<file path="src/rtl/conv1d_k1_seq.sv">
// Sequencer for the pointwise two-channel conv unit. It reads a frame from the sample RAM,
// passes each sample through the conv unit and streams the results through a credit-protected FIFO.
module conv1d_k1_seq #(
    parameter int unsigned DATA_WIDTH = 16,
    parameter int unsigned ADDR_WIDTH = 8,
    parameter int unsigned FIFO_DEPTH = 4
) (
    input  logic                  clk,
    input  logic                  rst,
    input  logic                  start,
    input  logic [ADDR_WIDTH-1:0] len,
    output logic                  busy,
    output logic                  done,
    output logic                  err,
    output logic                  rd_en,
    output logic [ADDR_WIDTH-1:0] rd_addr,
    input  logic [DATA_WIDTH-1:0] rd_data0,
    input  logic [DATA_WIDTH-1:0] rd_data1,
    output logic                  conv_en,
    output logic [DATA_WIDTH-1:0] conv_din0,
    output logic [DATA_WIDTH-1:0] conv_din1,
    input  logic                  conv_valid,
    input  logic [DATA_WIDTH-1:0] conv_dout,
    output logic                  m_valid,
    input  logic                  m_ready,
    output logic [DATA_WIDTH-1:0] m_data,
    output logic                  m_last
);
    localparam int unsigned PTR_W = $clog2(FIFO_DEPTH);
    localparam int unsigned CNT_W = PTR_W + 1;
    localparam int unsigned SUM_W = CNT_W + 1;
    localparam int unsigned ENT_W = DATA_WIDTH + 1;

    typedef enum logic [1:0] {S_IDLE, S_RUN, S_DRAIN, S_DONE} state_t;

    state_t                state, state_next;
    logic [ADDR_WIDTH-1:0] len_q;
    logic [ADDR_WIDTH-1:0] issue_cnt;
    logic                  s1_vld, s1_last;
    logic                  s2_vld, s2_last;
    logic                  last_popped;
    logic [ENT_W-1:0]      fifo_mem [FIFO_DEPTH];
    logic [PTR_W-1:0]      wr_ptr, rd_ptr;
    logic [CNT_W-1:0]      fifo_count;
    logic [1:0]            inflight;
    logic                  fifo_full;
    logic                  credit;
    logic                  issue;
    logic                  issue_last;
    logic                  accept;
    logic                  push;
    logic                  pop;
    logic [ENT_W-1:0]      head;

    // Tokens in the RAM and conv stages each reserve one FIFO slot.
    assign inflight   = {1'b0, s1_vld} + {1'b0, s2_vld};
    assign credit     = (SUM_W'(fifo_count) + SUM_W'(inflight)) < SUM_W'(FIFO_DEPTH);
    assign issue_last = (issue_cnt == (len_q - ADDR_WIDTH'(1)));
    assign fifo_full  = (fifo_count == CNT_W'(FIFO_DEPTH));

    always_ff @(posedge clk) begin
        if (rst) state <= S_IDLE;
        else     state <= state_next;
    end

    always_comb begin
        state_next = state;
        issue      = 1'b0;
        accept     = 1'b0;
        case (state)
            S_IDLE: begin
                if (start) begin
                    accept     = 1'b1;
                    state_next = (len != '0) ? S_RUN : S_DONE;
                end
            end
            S_RUN: begin
                if (credit) begin
                    issue = 1'b1;
                    if (issue_last) state_next = S_DRAIN;
                end
            end
            S_DRAIN: begin
                if (inflight == 2'd0 && fifo_count == '0 && last_popped) state_next = S_DONE;
            end
            S_DONE:  state_next = S_IDLE;
            default: state_next = S_IDLE;
        endcase
    end

    assign busy      = (state != S_IDLE);
    assign done      = (state == S_DONE);
    assign rd_en     = issue;
    assign rd_addr   = issue ? issue_cnt : '0;
    assign conv_en   = s1_vld;
    assign conv_din0 = s1_vld ? rd_data0 : '0;
    assign conv_din1 = s1_vld ? rd_data1 : '0;

    assign push    = conv_valid && s2_vld;
    assign head    = fifo_mem[rd_ptr];
    assign m_valid = (fifo_count != '0);
    assign pop     = m_valid && m_ready;
    assign m_data  = m_valid ? head[DATA_WIDTH-1:0] : '0;
    assign m_last  = m_valid && head[DATA_WIDTH];

    // Issue counter, token pipe, error flag and FIFO bookkeeping.
    always_ff @(posedge clk) begin
        if (rst) begin
            len_q       <= '0;
            issue_cnt   <= '0;
            s1_vld      <= 1'b0;
            s1_last     <= 1'b0;
            s2_vld      <= 1'b0;
            s2_last     <= 1'b0;
            last_popped <= 1'b0;
            err         <= 1'b0;
            wr_ptr      <= '0;
            rd_ptr      <= '0;
            fifo_count  <= '0;
        end else begin
            if (accept) begin
                len_q     <= len;
                issue_cnt <= '0;
            end else if (issue) begin
                issue_cnt <= issue_cnt + ADDR_WIDTH'(1);
            end
            s1_vld  <= issue;
            s1_last <= issue && issue_last;
            s2_vld  <= s1_vld;
            s2_last <= s1_last;
            if (conv_valid && !s2_vld) err <= 1'b1;
            if (push) wr_ptr <= wr_ptr + PTR_W'(1);
            if (pop) begin
                rd_ptr <= rd_ptr + PTR_W'(1);
                if (head[DATA_WIDTH]) last_popped <= 1'b1;
            end
            if (accept) last_popped <= 1'b0;
            case ({push, pop})
                2'b10:   fifo_count <= fifo_count + CNT_W'(1);
                2'b01:   fifo_count <= fifo_count - CNT_W'(1);
                default: fifo_count <= fifo_count;
            endcase
        end
    end

    always_ff @(posedge clk) begin
        if (push) fifo_mem[wr_ptr] <= {s2_last, conv_dout};
    end

    // The credit rule makes a push into a full FIFO unreachable.
    a_no_overflow: assert property (@(posedge clk) disable iff (rst) !(push && fifo_full));

endmodule

</file>
<file path="config.mk">
export PLATFORM = sky130hd
export DESIGN_NAME = conv1d_k1_seq
export DESIGN_NICKNAME = d
export VERILOG_FILES = /design/src/rtl/conv1d_k1_seq.sv
export SDC_FILE = /design/constraint.sdc
export NUM_CORES = 1
export LEC_CHECK = 0
export ABC_AREA = 1
export BUFFER_PORTS_ARGS = -buffer_cell sky130_fd_sc_hd__buf_2
export CORE_ASPECT_RATIO = 1.75
export CORE_MARGIN = 4
export CORE_UTILIZATION = 30
export CTS_CLUSTER_SIZE = 12
export DETAILED_ROUTE_END_ITERATION = 8
export HOLD_SLACK_MARGIN = 0.06
export SLEW_MARGIN = 0
export SYNTH_ARGS = -nofsm -noshare
export SYNTH_HDL_FRONTEND = slang
export SYNTH_SLANG_ARGS = --single-unit
</file>
<file path="constraint.sdc">
create_clock -name clk -period 2.3 [get_ports clk]
set_input_delay 0.115 -clock clk [delete_from_list [all_inputs] [get_ports clk]]
set_output_delay 0.115 -clock clk [all_outputs]
set_load 0.05 [all_outputs]
</file>
# ---- After elaboration in Yosys (flattened, before gate mapping)
# Memory sizes are Yosys's and may differ from the RTL's. A register that Yosys moved wholly into a read port is not among the register bits.
# Index checks and enable logic that the tools add are counted.
dict set report totals {
  mem_count 1
  word_cells 69
  ram_bits 68
  regBits 31
  out_inout_bits 63
  latchBits 0
  rom_bits 0
  inputBits 61
}
# memory depth width rd rd_clocked_by_memory_dff write_ports line
set mem_list {}
lappend mem_list {fifo_mem 4 17 1 1 1 42} ;# logic [ENT_W-1:0] fifo_mem [FIFO_DEPTH];
dict set report op_classes {
  magnitude_cmp 1
  div_mod_pow 0
  mux 19
  shift 0
  bitwise_logic 0
  n_eq_ne 10
  mul 0
  n_reduce_logical 18
  n_addsub 8
}
# operator count
set ops {}
lappend ops {{16-bit two-way mux} 3}
lappend ops {{2-bit two-way mux} 7}
lappend ops {{8-bit by 1-bit adder with 8-bit output, second input constant} 1}
lappend ops {{8-bit == test} 1}
lappend ops {{8-bit two-way mux} 1}
lappend ops {{2-bit inequality test, second input constant} 4}
lappend ops {{2-bit one-hot mux with 4 select lines} 1}
lappend ops {{8-bit nonzero test} 1}
lappend ops {{8-bit by 1-bit subtractor with 8-bit output, second input constant} 1}
lappend ops {{1-bit logical AND} 7}
lappend ops {{2-bit == test, second input constant} 3}
lappend ops {{1-bit two-way mux} 6}
lappend ops {{3-bit one-hot mux with 2 select lines} 1}
lappend ops {{2-bit by 1-bit adder with 2-bit output, second input constant} 2}
lappend ops {{3-bit by 2-bit adder with 4-bit output} 1}
lappend ops {{2-bit by 1-bit == test with 1-bit output, second input constant} 2}
lappend ops {{2-bit zero test} 2}
lappend ops {{4-bit by 3-bit less-than comparator with 1-bit output, second input constant} 1}
lappend ops {{4-bit AND reduction} 1}
lappend ops {{2-bit nonzero test} 2}
lappend ops {{3-bit by 1-bit adder with 3-bit output, second input constant} 1}
lappend ops {{3-bit zero test} 1}
lappend ops {{3-bit nonzero test} 1}
lappend ops {{3-bit by 1-bit subtractor with 3-bit output, second input constant} 1}
lappend ops {{4 further kinds} 4}

# ---- Depth between registers and ports, before layout
# Gate-level depths: netlist of run 1.
dict set report logic_depth {
  word_depth 6
  depth_mapped 14
  ltp_nobuf 14
}

# ---- Least setup slack after synthesis of run 1
# Ideal clock, no wire load.
dict set report synth_path {
  kind {register to output}
  start {register s1_vld (netlist: conv_en)}
  end {output port rd_addr[0]}
  required_ps 2185
  path_slack_ps -462
  arrival_time_ps 2647
  path_stages_with_launch 10
  path_buffers 2
  cell_sequence {dfxtp_1 clkbuf_1 inv_1 ha_1 nand3_1 nand3_2 nor2_4 inv_2 buf_2 nor2_1}
}
dict set report synth_via {
  elab_chain_cells 6
}
# element line
set synth_lines {}
lappend synth_lines {{start: declaration} 39} ;# logic s1_vld, s1_last;
lappend synth_lines {{start signal: assignment} 127} ;# s1_vld <= issue;
lappend synth_lines {{1-bit by 1-bit adder with 2-bit output} 56} ;# assign inflight = {1'b0, s1_vld} + {1'b0, s2_vld};
lappend synth_lines {{3-bit by 2-bit adder with 4-bit output} 57} ;# assign credit = (SUM_W'(fifo_count) + SUM_W'(inflight)) < SUM_W'(FIFO_DEPTH);
lappend synth_lines {{4-bit by 3-bit less-than comparator with 1-bit output} 57}
lappend synth_lines {{1-bit two-way mux} 78} ;# if (credit) begin
lappend synth_lines {{1-bit two-way mux} 70} ;# case (state)
lappend synth_lines {{via rd_en} 15} ;# output logic rd_en,
lappend synth_lines {{8-bit two-way mux} 94} ;# assign rd_addr = issue ? issue_cnt : '0;
lappend synth_lines {{end: declaration} 16} ;# output logic [ADDR_WIDTH-1:0] rd_addr,
# The timed path passes the listed nets, and every way through them passes these cells.

# ---- Final worst setup path of run 1
dict set report layout_path {
  start {register s1_vld (netlist: conv_en)}
  end {output port rd_addr[5]}
}
dict set report layout_via {
  elab_chain_cells 6
}
# element line
set layout_lines {}
lappend layout_lines {{1-bit by 1-bit adder with 2-bit output} 56}
lappend layout_lines {{3-bit by 2-bit adder with 4-bit output} 57}
lappend layout_lines {{4-bit by 3-bit less-than comparator with 1-bit output} 57}
lappend layout_lines {{1-bit two-way mux} 78}
lappend layout_lines {{1-bit two-way mux} 70}
lappend layout_lines {{8-bit two-way mux} 94}
# No other way between the ends.

==> flow_summary.toml, run 1 <==
[outcome]
status = "completed"

[power]
power.density_mw_per_mm2 = 1110
ir_drop_v = 0.000630
leakage_nw = 2.81

[finish]
n_antenna_cell = 0
fin_nets = 751
syn2layout_area_growth_pct = 30.7
final_cell_mix = "buf_2 (117), nor2_1 (100), nand2_1 (71), edfxtp_1 (68), inv_1 (67)"
instances_no_fill = 865
utilization_pct = 39.9
drive_gt1_share_pct = 26.7
fin_area_sq_mm = 0.00615
layout_commonest_cell = "buf_2"

[logic_synthesis]
synthesis.nets = 604
synth-seq-cells = 101
syn_inst = 527
ys_seq_area_share_pct = 57.5
synthDistinctLibCells = 29
avgSynthCellArea_sq_um = 8.92
yosysWarnings = 0
syn_area_sq_mm = 0.00470

[global_routing]
grt_max_degree = 34
grt.total_usage_pct = 12.9
grt_pass1_wl_microns = 18000
antenna_found_initial = 0
grt_pass1_vias = 3801
grt_remaining_overflow = 0

[die]
placementRows = 60
coreArea_sq_mm = 0.0154
start_util_pct = 30.6
die_area_sq_mm = 0.0178
die_w_microns = 103
ios = 124
die_h_microns = 174

[setup_path]
reg2reg_depth = 11
required_ns = 2.18
crit_path_end_kind = "primary output"
cp_slowest_cell = "dfxtp_4"
slowest_delay_ns = 0.35
regToRegStartpoint = "fifo_count[0]"
start_kind = "flip-flop"
cp_max_fo = 9
arrival_ns = 2.06
crit_buf_inv = 3
path_class = "flip-flop to primary output"
cp_cell_sequence = "ha_1, ha_1, nand3_1, nand3_2, nor2_4, inv_2, buf_6, nor2_4, buf_6"
crit_path_start = "conv_en"
critical_path.top_delay_family = "buffers and inverters"
cp.depth = 9

[placement]
globalplace.congestion = 0.782
io_buffers = 123
dp_hpwl_microns = 8290
place_inst = 829
dp_slack_ns = 0.370
postPlaceCellArea_sq_mm = 0.00562

[route]
wl_microns = 11400
wire_per_inst_microns = 13.2
viasPerCell = 4.47
drtIter0Drc = 141
vias = 3865
ant_nets = 0
dr.pass1.iters = 4
drc = 0

[sta]
worst_pin_slew_ns = 0.475
final.setup.tns_ns = 0
period_share_pct = 94.4
finalWorstPathRequiredPeriod_ns = 2.17
max_slew_margin_pct = 68.3
fmax_mhz = 460
rsz0062_at_grt = "false"
final-setup-viol-count = 0
final-hold-violation-count = 0
worst_clock_skew_ns = 0.00752
drv_slew = 0
layout_setup_ws_ns = 0.128

[clocking]
postCtsSetupBuffers = 0
clk_latency_ns = 0.34
clk_path_buf_depth = 2
clkTransAtPathRegs_ns = 0.07
clkSinkCount = 101
cts_max_level = 3
cts_tree = "built"
cts-root-buf = "clkbuf_16"
cts-buffers-inserted = 9

[hold_path]
min_path_cells = 2
holdCritPathClass = "primary input to flip-flop"
hold_start = "rst"

[job]
drv_cap = 0
==> cell usage after synthesis, drive strengths merged <==
cell type / n / area, sq um
nand3: 15 / 85.1
clkbuf: 11 / 41.3
nor2: 112 / 435
nand3b: 1 / 7.51
nand2: 75 / 292
nor4: 2 / 12.5
xor2: 2 / 17.5
fa: 1 / 20.0
ha: 15 / 188
xnor2: 3 / 26.3
nor3: 1 / 10.0
o21ai: 57 / 285
dfxtp: 33 / 661
buf: 7 / 32.5
a21oi: 42 / 221
a32o: 1 / 10.0
and3: 1 / 7.51
nand4: 2 / 12.5
inv: 77 / 289
edfxtp: 68 / 2040
or2: 1 / 6.26
==> flip-flops by register name, summed over array words and instances (netlist names), 2 cells and up, named ones only <==
register,flops
fifo_count,3
fifo_mem,68
issue_cnt,8
len_q,8
rd_ptr,2
state,2
wr_ptr,2
==> power by group <==
part | total, mW | switching (mW) | leakage, nW | internal [mW]
Sequential | 2.18 | 0.114 | 0.883 | 2.07
Clock | 1.44 | 0.687 | 0.136 | 0.750
Combinational | 3.19 | 2.40 | 1.80 | 0.794
Total | 6.81 | 3.20 | 2.81 | 3.61
==> through the flow <==
stage | hold WS, ns | power [mW]
finish | 0.0748 | 6.81
global route | 0.0731 | 7.26
CTS | 0.0628 | 6.90
detailed placement | 0.335 | 5.43
global placement | 0.330 | 5.41
floorplan | 0.185 | 4.63
==> worst paths after layout <==
check | endpoint | slack, ns
max reg2reg | fifo_count[2] | 0.36
max | rd_addr[5] | 0.13
min reg2reg | s2_last | 0.41
min | s2_vld | 0.07
==> per-layer routing <==
metal  GRT usage (%)  wire length (microns)
met5               0                      0
met4            4.11                    175
met3            2.26                    568
met2            24.6                   6200
met1            13.6                   4450
==> final cells by class <==
type,count,area (sq um)
multi-input cells,331,1700
fillers,1567,9240
clock buffers,9,225
well taps,186,233
inverters,77,289
flip-flops and latches,101,2710
repair buffers,154,940
clock inverters,7,57.6
==> cells by family (layout without fill, tap and decap cells) <==
| family | Yosys count | after routing | share of synthesized area, % |
|---|---|---|---|
| and+or+nand+nor | 210 | 210 | 18.5 |
| DFF | 101 | 101 | 57.5 |
| AOI/OAI and AO/OA | 100 | 100 | 11.0 |
| buffers and inverters | 95 | 247 | 7.72 |
| adders and majority gates | 16 | 16 | 4.42 |
| xor gates and xnor gates | 5 | 5 | 0.932 |
==> what timing repair did <==
item                                    in CTS  in global routing
endpoints found under the setup margin       6                  6
hold buffers                                20                  0
gates resized for setup                      6                  7
endpoints found under the hold margin       68                  0
(Power assumes the default switching activity.)
==> run 2: changes to the inputs <==
--- a/config.mk
+++ b/config.mk
@@ -9,10 +9,11 @@
 export BUFFER_PORTS_ARGS = -buffer_cell sky130_fd_sc_hd__buf_2
 export CORE_ASPECT_RATIO = 1.75
 export CORE_MARGIN = 4
-export CORE_UTILIZATION = 30
+export CORE_UTILIZATION = 53
 export CTS_CLUSTER_SIZE = 12
 export DETAILED_ROUTE_END_ITERATION = 8
 export HOLD_SLACK_MARGIN = 0.06
+export PLACE_DENSITY = 0.8
 export SLEW_MARGIN = 0
 export SYNTH_ARGS = -nofsm -noshare
 export SYNTH_HDL_FRONTEND = slang
==> run 2 against run 1 <==
First-iteration DRC count up 45%; critical path depth is the same; clock skew about the same; final cell count fell by 8.0%; highest routed layer unchanged; via count up 3.4%; design area fell by 1.5%; largest cell class unchanged; die area decreased by 41%; sequential power hardly changed; core utilization is 30 points higher; clock power hardly changed; clock-buffer cell count is the same; global-route usage increased by 8.4 points.
==> flow_summary.toml, run 2 (synthesized netlist as in run 1, its figures left out) <==
[die]
die_h_microns = 133
die_area_sq_mm = 0.0105
start_util_pct = 54.2
ios = 124
coreArea_sq_mm = 0.00867
placementRows = 45
die_w_microns = 79.2

[setup_path]
cp_cell_sequence = "ha_1, ha_1, nand3_1, nand3_2, nor2_4, inv_4, buf_12, nor2_4, buf_4"
cp_max_fo = 9
regToRegStartpoint = "fifo_count[0]"
reg2reg_depth = 11
start_kind = "flip-flop"
r2r_slack_ns = 0.30
reg2reg_to = "fifo_count[2]"
crit_path_end_kind = "primary output"
critical_path.top_delay_family = "adder cells"
required_ns = 2.18
slowest_delay_ns = 0.35
cp_slowest_cell = "dfxtp_4"
arrival_ns = 2.09
path_class = "flip-flop to primary output"
cp.depth = 9
crit_buf_inv = 3

[route]
wl_microns = 11100
viasPerCell = 5.02
drtIter0Drc = 205
dr.pass1.iters = 4
wire_per_inst_microns = 13.9
vias = 3998
drc = 0
ant_nets = 0

[global_routing]
antenna_found_initial = 0
grt_max_degree = 35
grt-busiest-layer = "met2"
grt_use_met3_pct = 4.63
grt.total_usage_pct = 21.2
grt_use_met2_pct = 39.8
grt_pass1_wl_microns = 17400
grt_remaining_overflow = 0
globalRouteMet1Util_pct = 21.7
grt_pass1_vias = 4008

[clocking]
cts-buffers-inserted = 9
postCtsSetupBuffers = 0
clkTransAtPathRegs_ns = 0.07
clkSinkCount = 101
clk_latency_ns = 0.34
clk_path_buf_depth = 2
cts-root-buf = "clkbuf_16"
cts_tree = "built"
cts_max_level = 3

[power]
ir_drop_v = 0.000932
power.density_mw_per_mm2 = 1130
leakage_nw = 2.82
power_mw = 6.86

[sta]
fmax_mhz = 453
final.setup.tns_ns = 0
period_share_pct = 95.9
rsz0062_at_grt = "false"
final-hold-violation-count = 0
final-setup-viol-count = 0
worst_pin_slew_ns = 0.483
drv_slew = 0
worst_clock_skew_ns = 0.00777
finalWorstPathRequiredPeriod_ns = 2.21
holdWs_ns = 0.0798
max_slew_margin_pct = 67.7

[finish]
syn2layout_area_growth_pct = 28.7
layout_commonest_cell = "buf_2"
largest_reg_flops = 68
instances_no_fill = 796
n_antenna_cell = 0
final_cell_mix = "buf_2 (119), nor2_1 (100), nand2_1 (71), edfxtp_1 (68), inv_1 (67)"
regArea_sq_mm = 0.00271
utilization_pct = 69.8
top_regs = "fifo_mem: 68 flops, issue_cnt: 8 flops, len_q: 8 flops"
top_register = "fifo_mem"
multi_input_area_sq_mm = 0.00170
fill_cells = 655
fin_nets = 751
drive_gt1_share_pct = 26.7

[placement]
place_inst = 759
dp_hpwl_microns = 7930
globalplace.congestion = 0.881
io_buffers = 123

[outcome]
status = "completed"

[hold_path]
worst_hold_path.endpoint = "len_q[1]"
min_path_cells = 3
hold_start = "len[1]"
holdCritPathClass = "primary input to flip-flop"

[job]
drv_cap = 0
[run 2: cell types whose count changed in the layout (fill, tap and decap cells not counted), sizes merged]
cell         delta
buf             -1
clkinv          -2
clkinvlp        -1
dlygate4sd3     +1
inv             +3
[run 2: worst register-to-register path: cells and delay by family, from the launching register on]
family                   cells  cell delay [ns]
buffers and inverters        3             0.26
AO/OA/AOI/OAI                4             0.48
AND/OR/NAND/NOR              2             0.22
flip-flops                   1             0.39
adder cells (fa/ha/maj)      2             0.53
[run 2: worst max-delay path by stage]
| stage | start | endpoint | slack (ns) |
|---|---|---|---|
| after floorplan | conv_en | rd_addr[0] | 0.001 |
| after global placement | conv_en | rd_addr[3] | 0.40 |
| after detailed placement | conv_en | issue_cnt[7] | 0.30 |
| after CTS | conv_en | rd_addr[4] | 0.03 |
| after global routing | conv_en | rd_addr[6] | 0.02 |
| final | conv_en | rd_addr[6] | 0.09 |
[run 2: final cells by class]
| type | count | area share [%] |
|---|---|---|
| clock buffers | 9 | 3.72 |
| clock inverters | 7 | 1.03 |
| inverters | 77 | 4.82 |
| multi-input cells | 331 | 28.0 |
| flip-flops and latches | 101 | 44.7 |
| well taps | 117 | 2.42 |
| repair buffers | 154 | 15.3 |
[run 2: power by group]
part	total, mW	switching [mW]	internal [mW]
logic	3.21	2.41	0.806
clock network	1.45	0.691	0.763
registers	2.19	0.122	2.07
total	6.86	3.22	3.64
[run 2: layer usage]
metal	part of all wire (%)	routed length, microns	vias to the layer above
li1	-	-	2004
met1	36	3980	1821
met2	56	6160	147
met3	5.6	614	26
met4	2.8	306	0
met5	0	0	-
[run 2: what timing repair did]
action	in CTS	in global routing
resized for setup	4	2
endpoints found under the hold margin	71	0
endpoints found under the setup margin	4	4
hold buffers	21	0
[run 2: through the flow]
stage	setup WS (ns)	cell area, sq um
2_1_floorplan	0.00127	4770
3_3_place_gp	0.405	5540
3_5_place_dp	0.296	5540
4_1_cts	0.0252	6050
5_1_grt	0.0151	6050
6_report	0.0936	6050
==> run 3: changes to the inputs <==
--- a/config.mk
+++ b/config.mk
@@ -9,12 +9,14 @@
 export BUFFER_PORTS_ARGS = -buffer_cell sky130_fd_sc_hd__buf_2
 export CORE_ASPECT_RATIO = 1.75
 export CORE_MARGIN = 4
-export CORE_UTILIZATION = 53
+export CORE_UTILIZATION = 48
 export CTS_CLUSTER_SIZE = 12
 export DETAILED_ROUTE_END_ITERATION = 8
 export HOLD_SLACK_MARGIN = 0.06
-export PLACE_DENSITY = 0.8
+export PLACE_DENSITY = 0.77
+export REMOVE_ABC_BUFFERS = 1
 export SLEW_MARGIN = 0
 export SYNTH_ARGS = -nofsm -noshare
 export SYNTH_HDL_FRONTEND = slang
 export SYNTH_SLANG_ARGS = --single-unit
+export TNS_END_PERCENT = 5
==> constraint.sdc (replaced) <==
create_clock -name clk -period 1.9 [get_ports clk]
set_input_delay 0.095 -clock clk [delete_from_list [all_inputs] [get_ports clk]]
set_output_delay 0.095 -clock clk [all_outputs]
set_load 0.05 [all_outputs]
==> run 3 against run 2 <==
The flow now finishes with violations (setup timing); clock power increased by 20%; critical path type unchanged; global-route usage decreased by 0.92 points; die area increased by 9.6%; core utilization decreased by 3.3 points; critical endpoint is now rd_addr[7]; total power increased by 26%; largest power group unchanged.
==> flow_summary.toml, run 3 (synthesized netlist as in run 1, its figures left out) <==
[outcome]
status = "complete, but fails checks"
violations = "setup timing"

[sta]
final-hold-violation-count = 0
layout_setup_ws_ns = -0.0897
holdWs_ns = 0.0680
worst_clock_skew_ns = 0.00918
period_share_pct = 105
fmax_mhz = 503
max_slew_margin_pct = 68.2
finalWorstPathRequiredPeriod_ns = 1.99
rsz0062_at_grt = "true"
drv_slew = 0
final-setup-viol-count = 5
worst_pin_slew_ns = 0.476

[global_routing]
grt_pass1_vias = 4178
grt_pass1_wl_microns = 19000
grt_remaining_overflow = 0
grt_max_degree = 34
grt.total_usage_pct = 20.3
antenna_found_initial = 0

[power]
clkPwrFrac_pct = 20.1
ir_drop_v = 0.000807
internal_power_mw = 4.63
power.density_mw_per_mm2 = 1370
power_mw = 8.65
pwr-share-seq_pct = 31.4
pwr-share-comb_pct = 48.5
leakage_nw = 2.91
switchingPower_mw = 4.02
switching_share_pct = 46.5

[finish]
final_cell_mix = "buf_2 (112), nor2_1 (99), nand2_1 (71), edfxtp_1 (68), inv_1 (66)"
top_regs = "fifo_mem: 68 flops, issue_cnt: 8 flops, len_q: 8 flops"
syn2layout_area_growth_pct = 34.7
n_antenna_cell = 0
top_register = "fifo_mem"
largest_reg_flops = 68
drive_gt1_share_pct = 29.6
layout_commonest_cell = "buf_2"
fin_nets = 765

[setup_path]
start_kind = "flip-flop"
cp_max_fo = 6
reg2reg_depth = 10
arrival_ns = 1.89
path_class = "flip-flop to primary output"
regToRegStartpoint = "s2_vld"
crit_path_end_kind = "primary output"
reg2reg_to = "issue_cnt[7]"
required_ns = 1.80
r2r_slack_ns = 0.02

[clocking]
cts_max_level = 3
clk_latency_ns = 0.34
cts_tree = "built"
clkTransAtPathRegs_ns = 0.07
clk_path_buf_depth = 2
cts-root-buf = "clkbuf_16"
clkSinkCount = 101
cts-buffers-inserted = 9

[die]
ios = 124
start_util_pct = 49.4
placementRows = 47
die_h_microns = 139
coreArea_sq_mm = 0.00953
die_w_microns = 82.8
die_area_sq_mm = 0.0115

[route]
drtIter0Drc = 128
viasPerCell = 5.01
drc = 0
dr.pass1.iters = 4
vias = 4082
wl_microns = 12000
wire_per_inst_microns = 14.7
ant_nets = 0

[hold_path]
holdCritPathClass = "primary input to flip-flop"
min_path_cells = 3
worst_hold_path.endpoint = "len_q[0]"
hold_start = "len[0]"

[placement]
io_buffers = 123
globalplace.congestion = 0.921
dp_hpwl_microns = 8210

[job]
drv_cap = 0
==> run 3: how the worst max path moves through the flow <==
| stage | end | slack (ns) | start | depth (start not counted) |
|---|---|---|---|---|
| global route | rd_addr[7] | -0.16 | s2_vld | 8 |
| global placement | issue_cnt[7] | 0.12 | conv_en | 10 |
| detailed placement | fifo_count[2] | -0.008 | fifo_count[1] | 11 |
| floorplan | rd_addr[0] | -1.17 | conv_en | 7 |
| finish | rd_addr[7] | -0.09 | s2_vld | 8 |
| CTS | rd_addr[4] | -0.09 | conv_en | 8 |
==> run 3: repair_timing <==
action                     4_1_cts  5_1_grt
cloned                           0        1
setup endpoints to repair       26       29
hold endpoints to repair        73        0
pin swaps                        1        6
gates resized for setup         29       43
hold buffers                    23        0
buffers inserted                 3        1
==> run 3: power by group through the flow <==
stage               Sequential, mW  Combinational [mW]  Clock (mW)
floorplan                     2.78                2.69           0
global placement              2.72                3.74           0
detailed placement            2.73                3.84           0
CTS                           2.68                3.99        1.77
global route                  2.74                4.54        1.88
finish                        2.72                4.20        1.74
==> run 3: routing by layer <==
metal / GRT usage (%) / share of wire [%] / up-vias
li1: - / - / 2032
met5: 0 / 0 / -
met4: 8.35 / 3.0 / 0
met1: 20.4 / 35 / 1890
met2: 39.4 / 57 / 126
met3: 4.16 / 4.4 / 34
==> run 3: area by class of cell <==
class                      instances  area, sq um
tap                              122          153
multi-input combinational        331         1770
clock buffer                      10          229
timing repair buffer             167         1100
clock inverter                     6         57.6
sequential                       101         2720
inverter                          77          294
timing repair inverter             1         6.26
fill                             734         3190
==> run 3: per-stage QoR <==
stage	instance area, sq um	cells	TNS (ns)	setup WS, ns	util (%)
3_3_place_gp	5540	771	0	0.115	58.1
5_1_grt	6330	815	-1.32	-0.162	66.5
4_1_cts	6160	813	-0.673	-0.0893	64.6
2_1_floorplan	4630	509	-20.45	-1.17	-
3_5_place_dp	5540	771	-0.00754	-0.00754	58.1
6_report	6330	815	-0.392	-0.0897	66.5
==> run 3: critical path, stage by stage, from the launching register on <==
cell	delay [ns]
dfxtp_4	0.36
ha_4	0.17
ha_4	0.24
nand3_4	0.06
nand3_4	0.07
nor2_4	0.18
clkinv_4	0.17
nor2_4	0.15
buf_8	0.15
